## config.mk

```make
export PLATFORM = sky130hd
export DESIGN_NAME = timer_ctrl
export DESIGN_NICKNAME = d
export VERILOG_FILES = /design/src/rtl/timer_ctrl.sv
export SDC_FILE = /design/constraint.sdc
export NUM_CORES = 1
export LEC_CHECK = 0
export CORE_MARGIN = 2
export CORE_UTILIZATION = 26
export CTS_BUF_LIST = sky130_fd_sc_hd__clkbuf_16
export CTS_CLUSTER_SIZE = 20
export DETAILED_ROUTE_END_ITERATION = 10
export MAX_ROUTING_LAYER = met4
export PLACE_DENSITY = 0.56
export SLEW_MARGIN = 20
export SYNTH_ARGS = -nofsm -noshare
export SYNTH_HDL_FRONTEND = slang
export SYNTH_SLANG_ARGS = --single-unit
export TNS_END_PERCENT = 100
```

## constraint.sdc

```tcl
create_clock -name in_clk -period 1.8 [get_ports in_clk]
set_clock_uncertainty 0.1 [all_clocks]
set_input_delay 0.54 -clock in_clk [delete_from_list [all_inputs] [get_ports in_clk]]
set_output_delay 0.54 -clock in_clk [all_outputs]
set_load 0.02 [all_outputs]
```

## src/rtl/timer_ctrl.sv

```systemverilog
// timer_ctrl: prescaled compare timer with one-shot / periodic modes.
// A host starts and stops it; out_tick pulses once per completed period.
module timer_ctrl #(
    parameter int unsigned num_ctrbits   = 16,
    parameter int unsigned num_prescbits = 8
) (
    input  logic                     in_clk,
    input  logic                     in_rst,
    input  logic                     in_start,
    input  logic                     in_stop,
    input  logic                     in_mode,
    input  logic [num_prescbits-1:0] in_presc,
    input  logic [num_ctrbits-1:0]   in_limit,
    output logic [num_ctrbits-1:0]   out_ctr,
    output logic                     out_tick,
    output logic                     out_ready,
    output logic                     out_busy,
    output logic                     out_done
);

    typedef enum logic [1:0] {
        ST_IDLE = 2'd0,
        ST_RUN  = 2'd1,
        ST_DONE = 2'd2
    } state_t;

    state_t                   state_q, state_d;
    logic [num_ctrbits-1:0]   ctr_q, ctr_d;
    logic [num_prescbits-1:0] presc_ctr_q, presc_ctr_d;
    logic                     mode_q, mode_d;
    logic [num_prescbits-1:0] presc_q, presc_d;
    logic [num_ctrbits-1:0]   limit_q, limit_d;
    logic                     tick_q, tick_d;
    logic                     ready_q, ready_d;
    logic                     busy_q, busy_d;
    logic                     done_q, done_d;

    // Next-state, datapath and registered-output decode.
    always_comb begin
        state_d     = state_q;
        ctr_d       = ctr_q;
        presc_ctr_d = presc_ctr_q;
        mode_d      = mode_q;
        presc_d     = presc_q;
        limit_d     = limit_q;
        tick_d      = 1'b0;

        unique case (state_q)
            ST_IDLE, ST_DONE: begin
                // Stop beats start, so a simultaneous request lands in IDLE.
                if (in_stop) begin
                    state_d = ST_IDLE;
                end else if (in_start) begin
                    mode_d      = in_mode;
                    presc_d     = in_presc;
                    limit_d     = in_limit;
                    ctr_d       = '0;
                    presc_ctr_d = '0;
                    state_d     = ST_RUN;
                end
            end
            ST_RUN: begin
                // Stop freezes the counters and suppresses any coincident tick.
                if (in_stop) begin
                    state_d = ST_IDLE;
                end else if (presc_ctr_q == presc_q) begin
                    presc_ctr_d = '0;
                    if (ctr_q == limit_q) begin
                        tick_d = 1'b1;
                        if (mode_q) begin
                            ctr_d = '0;
                        end else begin
                            state_d = ST_DONE;
                        end
                    end else begin
                        ctr_d = ctr_q + num_ctrbits'(1);
                    end
                end else begin
                    presc_ctr_d = presc_ctr_q + num_prescbits'(1);
                end
            end
            default: begin
                state_d = ST_IDLE;
            end
        endcase

        ready_d = (state_d != ST_RUN);
        busy_d  = (state_d == ST_RUN);
        done_d  = (state_d == ST_DONE);
    end

    // State, datapath and output registers.
    always_ff @(posedge in_clk or negedge in_rst) begin
        if (!in_rst) begin
            state_q     <= ST_IDLE;
            ctr_q       <= '0;
            presc_ctr_q <= '0;
            mode_q      <= 1'b0;
            presc_q     <= '0;
            limit_q     <= '0;
            tick_q      <= 1'b0;
            ready_q     <= 1'b1;
            busy_q      <= 1'b0;
            done_q      <= 1'b0;
        end else begin
            state_q     <= state_d;
            ctr_q       <= ctr_d;
            presc_ctr_q <= presc_ctr_d;
            mode_q      <= mode_d;
            presc_q     <= presc_d;
            limit_q     <= limit_d;
            tick_q      <= tick_d;
            ready_q     <= ready_d;
            busy_q      <= busy_d;
            done_q      <= done_d;
        end
    end

    assign out_ctr   = ctr_q;
    assign out_tick  = tick_q;
    assign out_ready = ready_q;
    assign out_busy  = busy_q;
    assign out_done  = done_q;

endmodule

```

## Word-level counts from Yosys, hierarchy flattened

Cells that the tools add are included.

| word-level totals | value |
|---|---|
| register bits | 55 |
| latch bits | 0 |
| memory bits (writable) | 0 |
| memory bits (read-only) | 0 |
| bits of input ports | 29 |
| output and inout bits | 20 |
| word-level logic and storage cells | 54 |
| memories kept | 0 |

| cells by class | value |
|---|---|
| $add $sub $neg | 2 |
| multipliers | 0 |
| div/mod/pow operators | 0 |
| magnitude comparators | 0 |
| eq/ne operators | 12 |
| shift operators | 0 |
| multiplexer cells | 23 |
| bitwise logic cells | 1 |
| reductions and logical operators | 6 |

Operator list:

| operator | number |
|---|---|
| 2-to-1 mux 16 bit | 6 |
| 2-to-1 mux 8 bit | 4 |
| one-hot mux 16 bit (2 select lines) | 1 |
| adder 16 x 1 -> 16 bit, second input constant | 1 |
| equality test 16 bit | 1 |
| one-hot mux 8 bit (2 select lines) | 1 |
| 2-to-1 mux 2 bit | 6 |
| adder 8 x 1 -> 8 bit, second input constant | 1 |
| equality test 8 bit | 1 |
| != test 2 bit, second input constant | 4 |
| AND reduction 6 bit | 1 |
| equality test 2 x 1 -> 1 bit, second input constant | 2 |
| equality test 2 bit, second input constant | 2 |
| 2-to-1 mux 1 bit | 4 |
| one-hot mux 2 bit (2 select lines) | 1 |
| AND reduction 4 bit | 1 |
| != test 3 bit, second input constant | 1 |
| AND reduction 3 bit | 1 |
| zero test 2 bit | 1 |
| != test 2 x 1 -> 1 bit, second input constant | 1 |
| nonzero test 2 bit | 1 |
| OR reduction 2 bit | 1 |
| inverter 1 bit | 1 |

## Depth between registers and ports, before layout

Gate-level depths: netlist of the first run.

| logic depth | value |
|---|---|
| depth after elaboration | 6 |
| gate-level depth with buffers | 8 |
| depth with buffers taken out | 7 |

## Least setup slack after synthesis of the first run

No wires, ideal clock.

| timing | value |
|---|---|
| kind | reg2reg |
| start point | register ctr_q[7] (netlist: out_ctr[7]) |
| end point | register ctr_q[5] (netlist: out_ctr[5]) |
| setup time | 0.096 ns |
| arrival time | 1.890 ns |
| data required time | 1.604 ns |
| path slack | -0.286 ns |
| stages on the path, launching flop included | 9 |
| path buffers | 2 |
| clock period less this slack | 2.086 ns |
| cell sequence | dfrtp_1 -> buf_6 -> xor2_1 -> nor4_4 -> nand4_4 -> o31ai_4 -> buf_6 -> o21ai_0 -> o31ai_1 |

| on the way | value |
|---|---|
| word-level cells in the longest chain between the ends | 5 |
| elaborated cells on any way between the ends | 7 |
| those cells by class | 2 x eq/ne; 4 x mux; 1 x reduce/logical |

Ends and longest elaborated chain:

| what | RTL line | text |
|---|---|---|
| from (decl) | 28 | `logic [num_ctrbits-1:0] ctr_q, ctr_d;` |
| from (signal assigned) | 107 | `ctr_q <= ctr_d;` |
| equality test 16 bit (*) | 68 | `if (ctr_q == limit_q) begin` |
| 2-to-1 mux 16 bit | 68 |  |
| 2-to-1 mux 16 bit | 66 | `end else if (presc_ctr_q == presc_q) begin` |
| 2-to-1 mux 16 bit | 64 | `if (in_stop) begin` |
| one-hot mux 16 bit (2 select lines) | 48 | `unique case (state_q)` |

Every way passes the cells marked *; elsewhere a longest branch is shown, timed or not. The select of a mux whose other input is x is not followed.
A chain may end at the register's enable or synchronous reset.

## Worst setup path in the final report of the first run

| timing | value |
|---|---|
| start point | register ctr_q[7] (netlist: out_ctr[7]) |
| end point | register ctr_q[15] (netlist: out_ctr[15]) |

| on the way | value |
|---|---|
| word-level cells in the longest chain between the ends | 5 |
| elaborated cells on any way between the ends | 8 |
| those cells by class | 1 x add/sub; 2 x eq/ne; 4 x mux; 1 x reduce/logical |

Ends and longest elaborated chain:

| what | RTL line |
|---|---|
| adder 16 x 1 -> 16 bit or equality test 16 bit (tied branches) | 76, 68 |
| 2-to-1 mux 16 bit | 68 |
| 2-to-1 mux 16 bit | 66 |
| 2-to-1 mux 16 bit | 64 |
| one-hot mux 16 bit (2 select lines) | 48 |

Parallel ways exist; a longest one is shown, timed or not. The select of a mux whose other input is x is not followed.

==> load_flow_metrics.sql, run 1 <==
INSERT INTO impl_metrics (metric_group, metric, value, unit) VALUES
('global_route', 'first_global_vias', '2601', ''),
('timing', 'report.final.setup_viol', '21', ''),
('power_and_ir_drop', 'p_leak', '2.00', 'nW'),
('route', 'drt-total-wl', '7.64', 'mm'),
('place', 'post_dp_cell_area', '0.00390', 'mm2'),
('run_status', 'run_status', 'finished with violations', ''),
('setup_path', 'startpoint_types', 'flop', ''),
('power_and_ir_drop', 'totalPowerFinal', '3.61', 'mW'),
('setup_path', 'worstPathMaxFanout', '17', ''),
('clock_tree', 'worst_skew_pair.late_latency', '290', 'ps'),
('floorplanning', 'starting_density_of_the_core', '0.264', ''),
('logic_synthesis', 'synth-seq-cells', '55', ''),
('flow_run', 'maxCapViolCount', '0', ''),
('global_route', 'first_pass_grt_wire_length', '12.8', 'mm'),
('timing', 'finalCritPeriodShare', '1.09', ''),
('logic_synthesis', 'synth_enable_flop_cells', '0', ''),
('layout', 'post_route_cells_drive_above_1_share', '0.312', ''),
('logic_synthesis', 'share_of_the_synthesized_area_in_the_top_cell_type', '0.476', ''),
('setup_path', 'crit_start', 'out_ctr[7]$_DFFE_PN0P_', ''),
('setup_path', 'reg2reg_slack', '-170', 'ps'),
('route', 'drt-vias-per-instance', '4.54', ''),
('clock_tree', 'cts_tree', 'yes', ''),
('route', 'route.antenna.remaining_nets', '0', ''),
('power_and_ir_drop', 'power_per_cell_area', '859', 'mW/mm2'),
('layout', 'design.final.nets', '440', ''),
('setup_path', 'critical_path.endpoint_type', 'flop', ''),
('layout', 'most_common_library_cell_in_the_layout_ignoring_fill_and_taps', 'sky130_fd_sc_hd__nand2_1', ''),
('setup_path', 'r2r_cells', '7', ''),
('timing', 'timing_worst_slew_pin_value', '403', 'ps'),
('setup_path', 'startpoint_of_the_lowest_slack_register_to_register_path', 'out_ctr[7]$_DFFE_PN0P_', ''),
('route', 'avgRoutedWirePerCell', '13.9', 'um'),
('layout', 'final_cell_count_no_fill', '550', ''),
('global_route', 'antenna_found_initial', '0', ''),
('floorplanning', 'die-width', '108', 'um'),
('place', 'placedCellCount', '535', ''),
('timing', 'final_hold_slack', '54.6', 'ps'),
('timing', 'period_needed', '1970', 'ps'),
('logic_synthesis', 'post_synth.cell_area_avg', '9.33', 'um2'),
('logic_synthesis', 'post-synth-top-area-cell', 'sky130_fd_sc_hd__dfrtp_1', ''),
('global_route', 'gr-total-overflow', '0', ''),
('logic_synthesis', 'number_of_cells_produced_by_synthesis', '304', ''),
('clock_tree', 'path_clk_slew', '70', 'ps'),
('layout', 'ant_diodes', '0', ''),
('place', 'numPortBuffers', '48', ''),
('timing', 'rsz_0062_raised_after_global_routing', 'true', ''),
('layout', 'layout.cells.most_common_list', 'sky130_fd_sc_hd__nand2_1 (92), sky130_fd_sc_hd__buf_4 (51), sky130_fd_sc_hd__dfrtp_1 (41)', ''),
('layout', 'final_util', '0.391', ''),
('logic_synthesis', 'syn-cell-area', '0.00284', 'mm2'),
('setup_path', 'cp.arrival', '2080', 'ps'),
('floorplanning', 'coreArea', '0.0107', 'mm2'),
('run_status', 'violations', 'setup timing', ''),
('layout', 'area_delta_synth_final', '48.2', '%'),
('timing', 'finalMaxSlewViolations', '0', ''),
('logic_synthesis', 'synth_warnings', '0', ''),
('timing', 'fin_setup_tns', '-2360', 'ps'),
('setup_path', 'cp_data_required_time', '1910', 'ps'),
('setup_path', 'cp-endpoint', 'out_ctr[15]$_DFFE_PN0P_', ''),
('logic_synthesis', 'synth_top_flop_cell', 'sky130_fd_sc_hd__dfrtp_1', ''),
('route', 'drt_first_iter_violations', '88', ''),
('floorplanning', 'std_cell_rows', '38', ''),
('global_route', 'grt_use_total', '0.143', ''),
('floorplanning', 'top_level_port_count', '49', ''),
('floorplanning', 'chipHeight', '108', 'um'),
('route', 'detail_route.drc_violations', '0', ''),
('global_route', 'grt_start_max_net_pins', '29', ''),
('timing', 'max-slew-margin-rel', '0.728', ''),
('layout', 'finalInstanceArea', '0.00421', 'mm2'),
('power_and_ir_drop', 'worst_ir_drop_vdd', '0.496', 'mV'),
('timing', 'setup_ws', '-168', 'ps'),
('logic_synthesis', 'synth_cell_type_count', '39', ''),
('floorplanning', 'floorplan_die_area', '0.0118', 'mm2');
==> power breakdown <==
| part | total, mW | switching (mW) | internal, mW |
|---|---|---|---|
| clock network | 1.24 | 0.447 | 0.793 |
| registers | 1.51 | 0.121 | 1.39 |
| logic | 0.859 | 0.447 | 0.412 |
| total | 3.61 | 1.01 | 2.60 |
==> worst min path at each step <==
stage	endpoint
3_3_place_gp	presc_q[3]$_DFFE_PN0P_
3_5_place_dp	presc_q[3]$_DFFE_PN0P_
5_1_grt	presc_q[3]$_DFFE_PN0P_
4_1_cts	presc_q[3]$_DFFE_PN0P_
6_report	presc_q[3]$_DFFE_PN0P_
2_1_floorplan	limit_q[0]$_DFFE_PN0P_
==> what timing repair did <==
| action | in CTS | in global routing |
|---|---|---|
| endpoints found under the setup margin | 49 | 38 |
| setup buffers | 8 | 1 |
| gates cloned | 0 | 0 |
| resized for setup | 72 | 22 |
| pin swaps | 8 | 8 |
==> synth_stat cells, drive strengths merged, types with 4 or more instances <==
library cell,n
o21ai,20
nor3,11
xnor2,11
buf,4
and3,12
clkbuf,7
dfrtp,54
nand4,5
a21oi,6
nor4,5
xor2,18
o31ai,5
nand2,94
o41ai,4
nand3,11
inv,5
nor2,13
==> sequential cells by signal, summed over array words and instances (netlist names) <==
| name | count |
|---|---|
| out_busy | 1 |
| out_done | 1 |
| out_tick | 1 |
| state_q | 2 |
| mode_q | 1 |
| limit_q | 16 |
| presc_ctr_q | 8 |
| presc_q | 8 |
| out_ready | 1 |
| out_ctr | 16 |
==> cell families after synthesis <==
kind of cell,share of synthesized area
adder cells (fa/ha/maj),0.00882
buffers and inverters,0.0295
AO/OA/AOI/OAI,0.101
flip-flops,0.485
multiplexers,0.0106
AND/OR/NAND/NOR,0.275
XOR/XNOR,0.0895
==> layer usage <==
layer  wire, um  GRT usage  vias to the layer above
met3        279     0.0223                        4
met2       3620      0.224                       52
li1           -          -                     1241
met1       3660      0.193                     1198
met5          0          -                        -
met4         74     0.0403                        0
==> worst max-delay path: stages (launching register included) <==
cell                      delay [ps]
sky130_fd_sc_hd__dfrtp_2         440
sky130_fd_sc_hd__xor2_2          170
sky130_fd_sc_hd__nor4_4          380
sky130_fd_sc_hd__nand4_4         160
sky130_fd_sc_hd__o31ai_4         240
sky130_fd_sc_hd__buf_12          180
sky130_fd_sc_hd__a21oi_1          50
sky130_fd_sc_hd__mux2i_1         160
==> final cells by class <==
type / instances / area, um2
clock buffer: 5 / 125
clock inverter: 3 / 63.8
fill: 1107 / 6540
inverter: 5 / 18.8
multi-input combinational: 233 / 1480
sequential: 55 / 1390
tap: 140 / 175
timing repair buffer: 109 / 948
Power figures use the tool's default switching activity.
==> run 2: changes to the inputs <==
- CELL_PAD_IN_SITES_DETAIL_PLACEMENT: not set -> 1
- CELL_PAD_IN_SITES_GLOBAL_PLACEMENT: not set -> 1
- HOLD_SLACK_MARGIN: not set -> 0.12
- PLACE_DENSITY: 0.56 -> 0.65
==> run 2 against run 1 <==
Net effect: the run still ends with setup timing left; final area shrank 0.21%; first-iteration DRC count down 41%; setup slack lost 120 ps; critical endpoint is now out_ctr[14]$_DFFE_PN0P_.
==> load_flow_metrics.sql, run 2 (synthesis gave the netlist of run 1 again) <==
INSERT INTO impl_metrics (metric_group, metric, value, unit) VALUES
('setup_path', 'worst-setup-path-type', 'flop to flop', ''),
('setup_path', 'rr_endpoint', 'out_ctr[14]$_DFFE_PN0P_', ''),
('route', 'detail_route.drc_violations', '0', ''),
('route', 'avgRoutedWirePerCell', '15.8', 'um'),
('power_and_ir_drop', 'p_leak', '2.04', 'nW'),
('timing', 'period_needed', '2080', 'ps'),
('timing', 'finalMaxSlewViolations', '0', ''),
('timing', 'timing_worst_slew_pin_value', '346', 'ps'),
('setup_path', 'crit_start', 'limit_q[7]$_DFFE_PN0P_', ''),
('global_route', 'busiest_layer', 'met2', ''),
('floorplanning', 'chipHeight', '108', 'um'),
('timing', 'report.final.setup_viol', '21', ''),
('floorplanning', 'die-width', '108', 'um'),
('floorplanning', 'std_cell_rows', '38', ''),
('setup_path', 'reg2reg_slack', '-280', 'ps'),
('route', 'dr.pass1.iters', '4', ''),
('floorplanning', 'coreArea', '0.0107', 'mm2'),
('route', 'drt-total-wl', '8.79', 'mm'),
('flow_run', 'maxCapViolCount', '0', ''),
('timing', 'setup_ws', '-283', 'ps'),
('clock_tree', 'holdBufCountCts', '0', ''),
('layout', 'most_common_library_cell_in_the_layout_ignoring_fill_and_taps', 'sky130_fd_sc_hd__nand2_1', ''),
('timing', 'max-slew-margin-rel', '0.769', ''),
('power_and_ir_drop', 'worst_ir_drop_vdd', '0.439', 'mV'),
('clock_tree', 'worst_skew_pair.late_latency', '300', 'ps'),
('timing', 'finalCritPeriodShare', '1.16', ''),
('global_route', 'gr-usage-met3', '0.0259', ''),
('timing', 'rsz_0062_raised_after_global_routing', 'true', ''),
('run_status', 'violations', 'setup timing', ''),
('global_route', 'first_pass_grt_wire_length', '14.7', 'mm'),
('clock_tree', 'clock-sinks', '55', ''),
('floorplanning', 'floorplan_die_area', '0.0118', 'mm2'),
('clock_tree', 'path_clk_slew', '80', 'ps'),
('setup_path', 'cp-endpoint', 'out_ctr[14]$_DFFE_PN0P_', ''),
('route', 'drt-vias-per-instance', '4.58', ''),
('setup_path', 'critical_path.endpoint_type', 'flop', ''),
('setup_path', 'cp.arrival', '2210', 'ps'),
('global_route', 'first_global_vias', '2888', ''),
('layout', 'design.final.nets', '447', ''),
('power_and_ir_drop', 'power_per_cell_area', '812', 'mW/mm2'),
('timing', 'fmax', '480', 'MHz'),
('clock_tree', 'cts_inserted_buffers', '5', ''),
('clock_tree', 'clockRootBuffer', 'sky130_fd_sc_hd__clkbuf_16', ''),
('run_status', 'run_status', 'finished with violations', ''),
('setup_path', 'startpoint_of_the_lowest_slack_register_to_register_path', 'limit_q[7]$_DFFE_PN0P_', ''),
('place', 'numPortBuffers', '48', ''),
('place', 'preCtsSetupSlack', '-637', 'ps'),
('clock_tree', 'htreeDepth', '2', ''),
('min_path', 'min-delay-path-class', 'input pin to async pin', ''),
('route', 'route.antenna.remaining_nets', '0', ''),
('global_route', 'grt_use_total', '0.168', ''),
('setup_path', 'startpoint_types', 'flop', ''),
('clock_tree', 'ctsLongestPathBuffers', '2', ''),
('route', 'detailroute.via_count', '2552', ''),
('global_route', 'met2_demand_to_capacity_share_in_global_routing', '0.268', ''),
('route', 'drt_first_iter_violations', '52', ''),
('power_and_ir_drop', 'totalPowerFinal', '3.41', 'mW'),
('floorplanning', 'top_level_port_count', '49', ''),
('global_route', 'grtUsageMet1', '0.222', ''),
('clock_tree', 'cts_tree', 'yes', ''),
('setup_path', 'cp_data_required_time', '1930', 'ps'),
('layout', 'ant_diodes', '0', ''),
('global_route', 'antenna_found_initial', '0', ''),
('global_route', 'gr-total-overflow', '0', ''),
('global_route', 'grt_start_max_net_pins', '56', ''),
('floorplanning', 'starting_density_of_the_core', '0.264', ''),
('place', 'hpwl', '6.12', 'mm'),
('layout', 'final_util', '0.391', ''),
('timing', 'hold_violations', '0', ''),
('layout', 'post_route_cells_drive_above_1_share', '0.331', ''),
('layout', 'area_delta_synth_final', '47.9', '%'),
('setup_path', 'r2r_cells', '8', ''),
('place', 'globalplace.congestion', '0.848', ''),
('layout', 'layout.cells.most_common_list', 'sky130_fd_sc_hd__nand2_1 (92), sky130_fd_sc_hd__buf_4 (57), sky130_fd_sc_hd__dfrtp_1 (42)', ''),
('setup_path', 'worstPathMaxFanout', '8', '');
## run 2: cell count changes in the layout (fill, tap and decap cells not counted), sizes merged
cell / delta
clkdlybuf4s15: -3
bufinv: -2
clkbuf: -2
clkinvlp: +1
buf: +12
inv: +1
## run 2: metal layers
metal,part of all wire,routed length [um],up-vias
met3,0.027,234,5
met2,0.48,4240,40
met4,0.012,102,0
met1,0.48,4210,1249
li1,-,-,1258
met5,0,0,-
## run 2: worst min-delay path by stage
stage,from,to,slack (ps),cells past startpoint
after detailed placement,limit_q[0]$_DFFE_PN0P_,limit_q[0]$_DFFE_PN0P_,390,2
final,in_rst,out_ctr[7]$_DFFE_PN0P_,120,2
after global placement,limit_q[3]$_DFFE_PN0P_,limit_q[3]$_DFFE_PN0P_,380,2
after global routing,in_rst,out_ctr[7]$_DFFE_PN0P_,140,2
after floorplan,in_rst,limit_q[0]$_DFFE_PN0P_,140,0
after CTS,in_rst,out_ctr[7]$_DFFE_PN0P_,150,2
## run 2: area by class of cell
type                    count  area [um2]
well taps                 140         175
fillers                  1289        6550
multi-input cells         233        1500
clock buffers               5         125
repair buffers            116         966
clock inverters             3        20.0
flip-flops and latches     55        1390
inverters                   5        18.8
## run 2: critical path, cell delays in order (launching register included)
cell and delay, ps:
sky130_fd_sc_hd__dfrtp_1 430, sky130_fd_sc_hd__xor2_2 200, sky130_fd_sc_hd__nor4_4 380, sky130_fd_sc_hd__nand4_4 150, sky130_fd_sc_hd__buf_6 160, sky130_fd_sc_hd__o31ai_4 210
sky130_fd_sc_hd__buf_6 180, sky130_fd_sc_hd__a22oi_1 90, sky130_fd_sc_hd__o21ai_1 120
## run 2: per-stage QoR
| step | setup TNS (ps) | std cells | instance area [um2] | hold slack [ps] |
|---|---|---|---|---|
| CTS | -3530 | 555 | 4180 | 147 |
| floorplan | -2620 | 304 | 2880 | 144 |
| global route | -5900 | 557 | 4200 | 140 |
| detailed placement | -19000 | 535 | 3890 | 389 |
| global placement | -17320 | 535 | 3890 | 383 |
| finish | -4110 | 557 | 4200 | 122 |
## run 2: what timing repair did
item / 4_1_cts / 5_1_grt
pin swaps: 11 / 6
endpoints found under the setup margin: 48 / 38
gates resized for setup: 76 / 29
cloned: 1 / 0
hold endpoints to repair: 0 / 0
buffers inserted: 12 / 3
## run 2: power by group
group | switching, mW | internal, mW | leakage, nW
logic | 0.476 | 0.430 | 1.27
registers | 0.117 | 1.39 | 0.700
clock network | 0.478 | 0.518 | 0.0716
total | 1.07 | 2.34 | 2.04
==> run 3: changes to the inputs <==
- ABC_AREA: not set -> 1
- CORE_ASPECT_RATIO: not set -> 0.5
- PLACE_DENSITY: 0.65 -> 0.67
==> run 3 against run 2 <==
Net effect: the run now ends clean; sequential cell count stayed put; critical path depth down 6; via count is 18% higher; critical path type is now flop to primary output; largest cell class unchanged; highest routed layer unchanged.
==> load_flow_metrics.sql, run 3 <==
INSERT INTO impl_metrics (metric_group, metric, value, unit) VALUES
('logic_synthesis', 'post_synth.cell_area_avg', '7.03', 'um2'),
('setup_path', 'critical_path.endpoint_type', 'primary output', ''),
('setup_path', 'reg2reg_slack', '70', 'ps'),
('floorplanning', 'starting_density_of_the_core', '0.273', ''),
('global_route', 'grt_start_max_net_pins', '56', ''),
('clock_tree', 'worst_skew_pair.late_latency', '310', 'ps'),
('logic_synthesis', 'synth_most_common_cell', 'sky130_fd_sc_hd__nand2_1', ''),
('clock_tree', 'clockRootBuffer', 'sky130_fd_sc_hd__clkbuf_16', ''),
('timing', 'max-slew-margin-rel', '0.780', ''),
('route', 'dr.pass1.iters', '4', ''),
('timing', 'finalMaxSlewViolations', '0', ''),
('clock_tree', 'ctsLongestPathBuffers', '2', ''),
('setup_path', 'worstPathMaxFanout', '4', ''),
('min_path', 'min-delay-path-class', 'input pin to async pin', ''),
('setup_path', 'critical_path.n_buffers_inverters', '2', ''),
('timing', 'finalCritPeriodShare', '0.979', ''),
('place', 'hpwl', '6.44', 'mm'),
('timing', 'fin_setup_tns', '0', 'ps'),
('global_route', 'gr-total-overflow', '0', ''),
('timing', 'fmax', '568', 'MHz'),
('power_and_ir_drop', 'worst_ir_drop_vdd', '0.393', 'mV'),
('floorplanning', 'coreArea', '0.0112', 'mm2'),
('timing', 'rsz_0062_raised_after_global_routing', 'true', ''),
('layout', 'design.final.nets', '565', ''),
('setup_path', 'r2r_cells', '9', ''),
('clock_tree', 'clock-sinks', '55', ''),
('floorplanning', 'top_level_port_count', '49', ''),
('layout', 'layout.cells.most_common_list', 'sky130_fd_sc_hd__nand2_1 (166), sky130_fd_sc_hd__buf_4 (50), sky130_fd_sc_hd__inv_1 (43), sky130_fd_sc_hd__dfrtp_1 (43), sky130_fd_sc_hd__nor2_1 (41)', ''),
('setup_path', 'worst_path_dominant_cell_family', 'flip-flops', ''),
('clock_tree', 'cts_tree', 'yes', ''),
('run_status', 'run_status', 'finished, final reports clean', ''),
('route', 'drt-vias-per-instance', '4.35', ''),
('setup_path', 'worst-setup-path-type', 'flop to primary output', ''),
('logic_synthesis', 'asyncSetResetFlopFracSynth', '1.00', ''),
('flow_run', 'maxCapViolCount', '0', ''),
('clock_tree', 'cts_inserted_buffers', '5', ''),
('logic_synthesis', 'number_of_cells_produced_by_synthesis', '435', ''),
('route', 'detailroute.via_count', '3021', ''),
('global_route', 'grt_use_total', '0.153', ''),
('setup_path', 'cp-endpoint', 'out_ctr[11]', ''),
('setup_path', 'crit_start', 'out_ctr[11]$_DFFE_PN0P_', ''),
('place', 'preCtsSetupSlack', '-237', 'ps'),
('setup_path', 'cp.arrival', '1120', 'ps'),
('setup_path', 'startpoint_types', 'flop', ''),
('setup_path', 'critical_path.slowest_cell', 'sky130_fd_sc_hd__dfrtp_2', ''),
('floorplanning', 'std_cell_rows', '27', ''),
('floorplanning', 'die-width', '157', 'um'),
('route', 'drt-total-wl', '8.89', 'mm'),
('timing', 'timing_worst_slew_pin_value', '330', 'ps'),
('floorplanning', 'floorplan_die_area', '0.0127', 'mm2'),
('timing', 'report.final.setup_viol', '0', ''),
('timing', 'final_hold_slack', '125', 'ps'),
('layout', 'area_delta_synth_final', '42.8', '%'),
('timing', 'hold_violations', '0', ''),
('global_route', 'first_global_vias', '3050', ''),
('logic_synthesis', 'synth_enable_flop_cells', '0', ''),
('layout', 'post_route_cells_drive_above_1_share', '0.211', ''),
('global_route', 'first_pass_grt_wire_length', '14.8', 'mm'),
('clock_tree', 'path_clk_slew', '80', 'ps'),
('power_and_ir_drop', 'p_leak', '2.17', 'nW'),
('setup_path', 'slowest_delay', '450', 'ps'),
('route', 'avgRoutedWirePerCell', '12.8', 'um'),
('setup_path', 'rr_endpoint', 'out_ctr[0]$_DFFE_PN0P_', ''),
('clock_tree', 'htreeDepth', '2', ''),
('logic_synthesis', 'share_of_the_synthesized_area_in_the_top_cell_type', '0.442', ''),
('logic_synthesis', 'synth_nets', '466', ''),
('logic_synthesis', 'synth-seq-cells', '55', ''),
('logic_synthesis', 'synth_top_flop_cell', 'sky130_fd_sc_hd__dfrtp_1', ''),
('logic_synthesis', 'syn-cell-area', '0.00306', 'mm2'),
('place', 'numPortBuffers', '48', ''),
('route', 'route.antenna.remaining_nets', '0', ''),
('layout', 'most_common_library_cell_in_the_layout_ignoring_fill_and_taps', 'sky130_fd_sc_hd__nand2_1', ''),
('logic_synthesis', 'synth_area_leaders', 'sky130_fd_sc_hd__dfrtp_1 (44%), sky130_fd_sc_hd__nand2_1 (21%), sky130_fd_sc_hd__nor2_1 (6.1%)', ''),
('layout', 'filler_cell_count', '1409', ''),
('place', 'globalplace.congestion', '0.770', ''),
('global_route', 'antenna_found_initial', '0', ''),
('setup_path', 'cp_num_cells', '2', ''),
('setup_path', 'crit_path_cell_trace', 'buf_6, clkdlybuf4s15_2', ''),
('logic_synthesis', 'post-synth-top-area-cell', 'sky130_fd_sc_hd__dfrtp_1', ''),
('timing', 'setup_ws', '38.0', 'ps'),
('logic_synthesis', 'synth_warnings', '0', ''),
('route', 'detail_route.drc_violations', '0', ''),
('logic_synthesis', 'synth_cell_type_count', '25', ''),
('floorplanning', 'chipHeight', '80.7', 'um'),
('setup_path', 'cp_data_required_time', '1160', 'ps'),
('logic_synthesis', 'portion_of_the_post_synthesis_area_used_by_sequential_elements', '0.451', ''),
('timing', 'period_needed', '1760', 'ps'),
('layout', 'ant_diodes', '0', ''),
('route', 'drt_first_iter_violations', '126', ''),
('power_and_ir_drop', 'power_per_cell_area', '778', 'mW/mm2'),
('logic_synthesis', 'commonest_cells_in_the_netlist', 'sky130_fd_sc_hd__nand2_1 (171), sky130_fd_sc_hd__dfrtp_1 (54), sky130_fd_sc_hd__nor2_1 (50)', ''),
('setup_path', 'startpoint_of_the_lowest_slack_register_to_register_path', 'out_ctr[3]$_DFFE_PN0P_', '');
[run 3: routing by layer]
metal  global-route usage  vias to the layer above  part of all wire
li1                     -                     1539                 -
met1                0.199                     1440              0.49
met2                0.250                       31              0.46
met3               0.0297                       11             0.031
met4               0.0345                        0             0.010
met5                    -                        -                 0
[run 3: worst register-to-register path: cells and delay by family, from the launching register on]
kind / cells / cell delay (ps)
AND/OR/NAND/NOR: 8 / 890
XOR/XNOR: 1 / 170
flip-flops: 1 / 460
[run 3: final cells by class]
type | instances | area [um2] | area share
clock buffer | 5 | 125 | 0.0287
clock inverter | 3 | 38.8 | 0.00889
inverter | 50 | 188 | 0.0430
multi-input combinational | 321 | 1540 | 0.353
sequential | 55 | 1390 | 0.319
tap | 159 | 199 | 0.0456
timing repair buffer | 101 | 881 | 0.202
[run 3: how the worst min path moves through the flow]
stage / slack, ps / depth (start not counted) / endpoint / startpoint
detailed placement: 390 / 2 / presc_q[7]$_DFFE_PN0P_ / presc_q[7]$_DFFE_PN0P_
finish: 120 / 2 / presc_ctr_q[1]$_DFFE_PN0P_ / in_rst
global route: 170 / 2 / presc_ctr_q[1]$_DFFE_PN0P_ / in_rst
floorplan: 140 / 0 / limit_q[0]$_DFFE_PN0P_ / in_rst
global placement: 380 / 2 / limit_q[7]$_DFFE_PN0P_ / limit_q[7]$_DFFE_PN0P_
CTS: 150 / 2 / out_ctr[15]$_DFFE_PN0P_ / in_rst
[run 3: logic make-up after synthesis]
logic type      synth area share
flops                      0.451
xor+xnor                  0.0458
simple gates               0.369
buf+inv                   0.0790
compound gates            0.0475
fa+ha+maj                0.00819
[run 3: power breakdown]
group	leakage (nW)	total [mW]	switching, mW	internal (mW)
registers	0.700	1.47	0.0937	1.38
clock network	0.0812	1.13	0.477	0.651
logic	1.39	0.795	0.453	0.341
[run 3: per-stage QoR]
step / std cells / util / total power [mW] / area, um2
2_1_floorplan: 435 / - / 1.89 / 3060
3_3_place_gp: 677 / 0.362 / 2.20 / 4060
5_1_grt: 694 / 0.389 / 3.62 / 4360
6_report: 694 / 0.389 / 3.40 / 4360
4_1_cts: 685 / 0.376 / 3.37 / 4220
3_5_place_dp: 677 / 0.362 / 2.23 / 4060
[run 3: what timing repair did]
item                       CTS  global route
setup endpoints to repair   38            51
pin swaps                    0            13
hold buffers                 0             0
hold endpoints to repair     0             0
setup buffers                0             8
gates cloned                 0             1
gates resized for setup     28            42
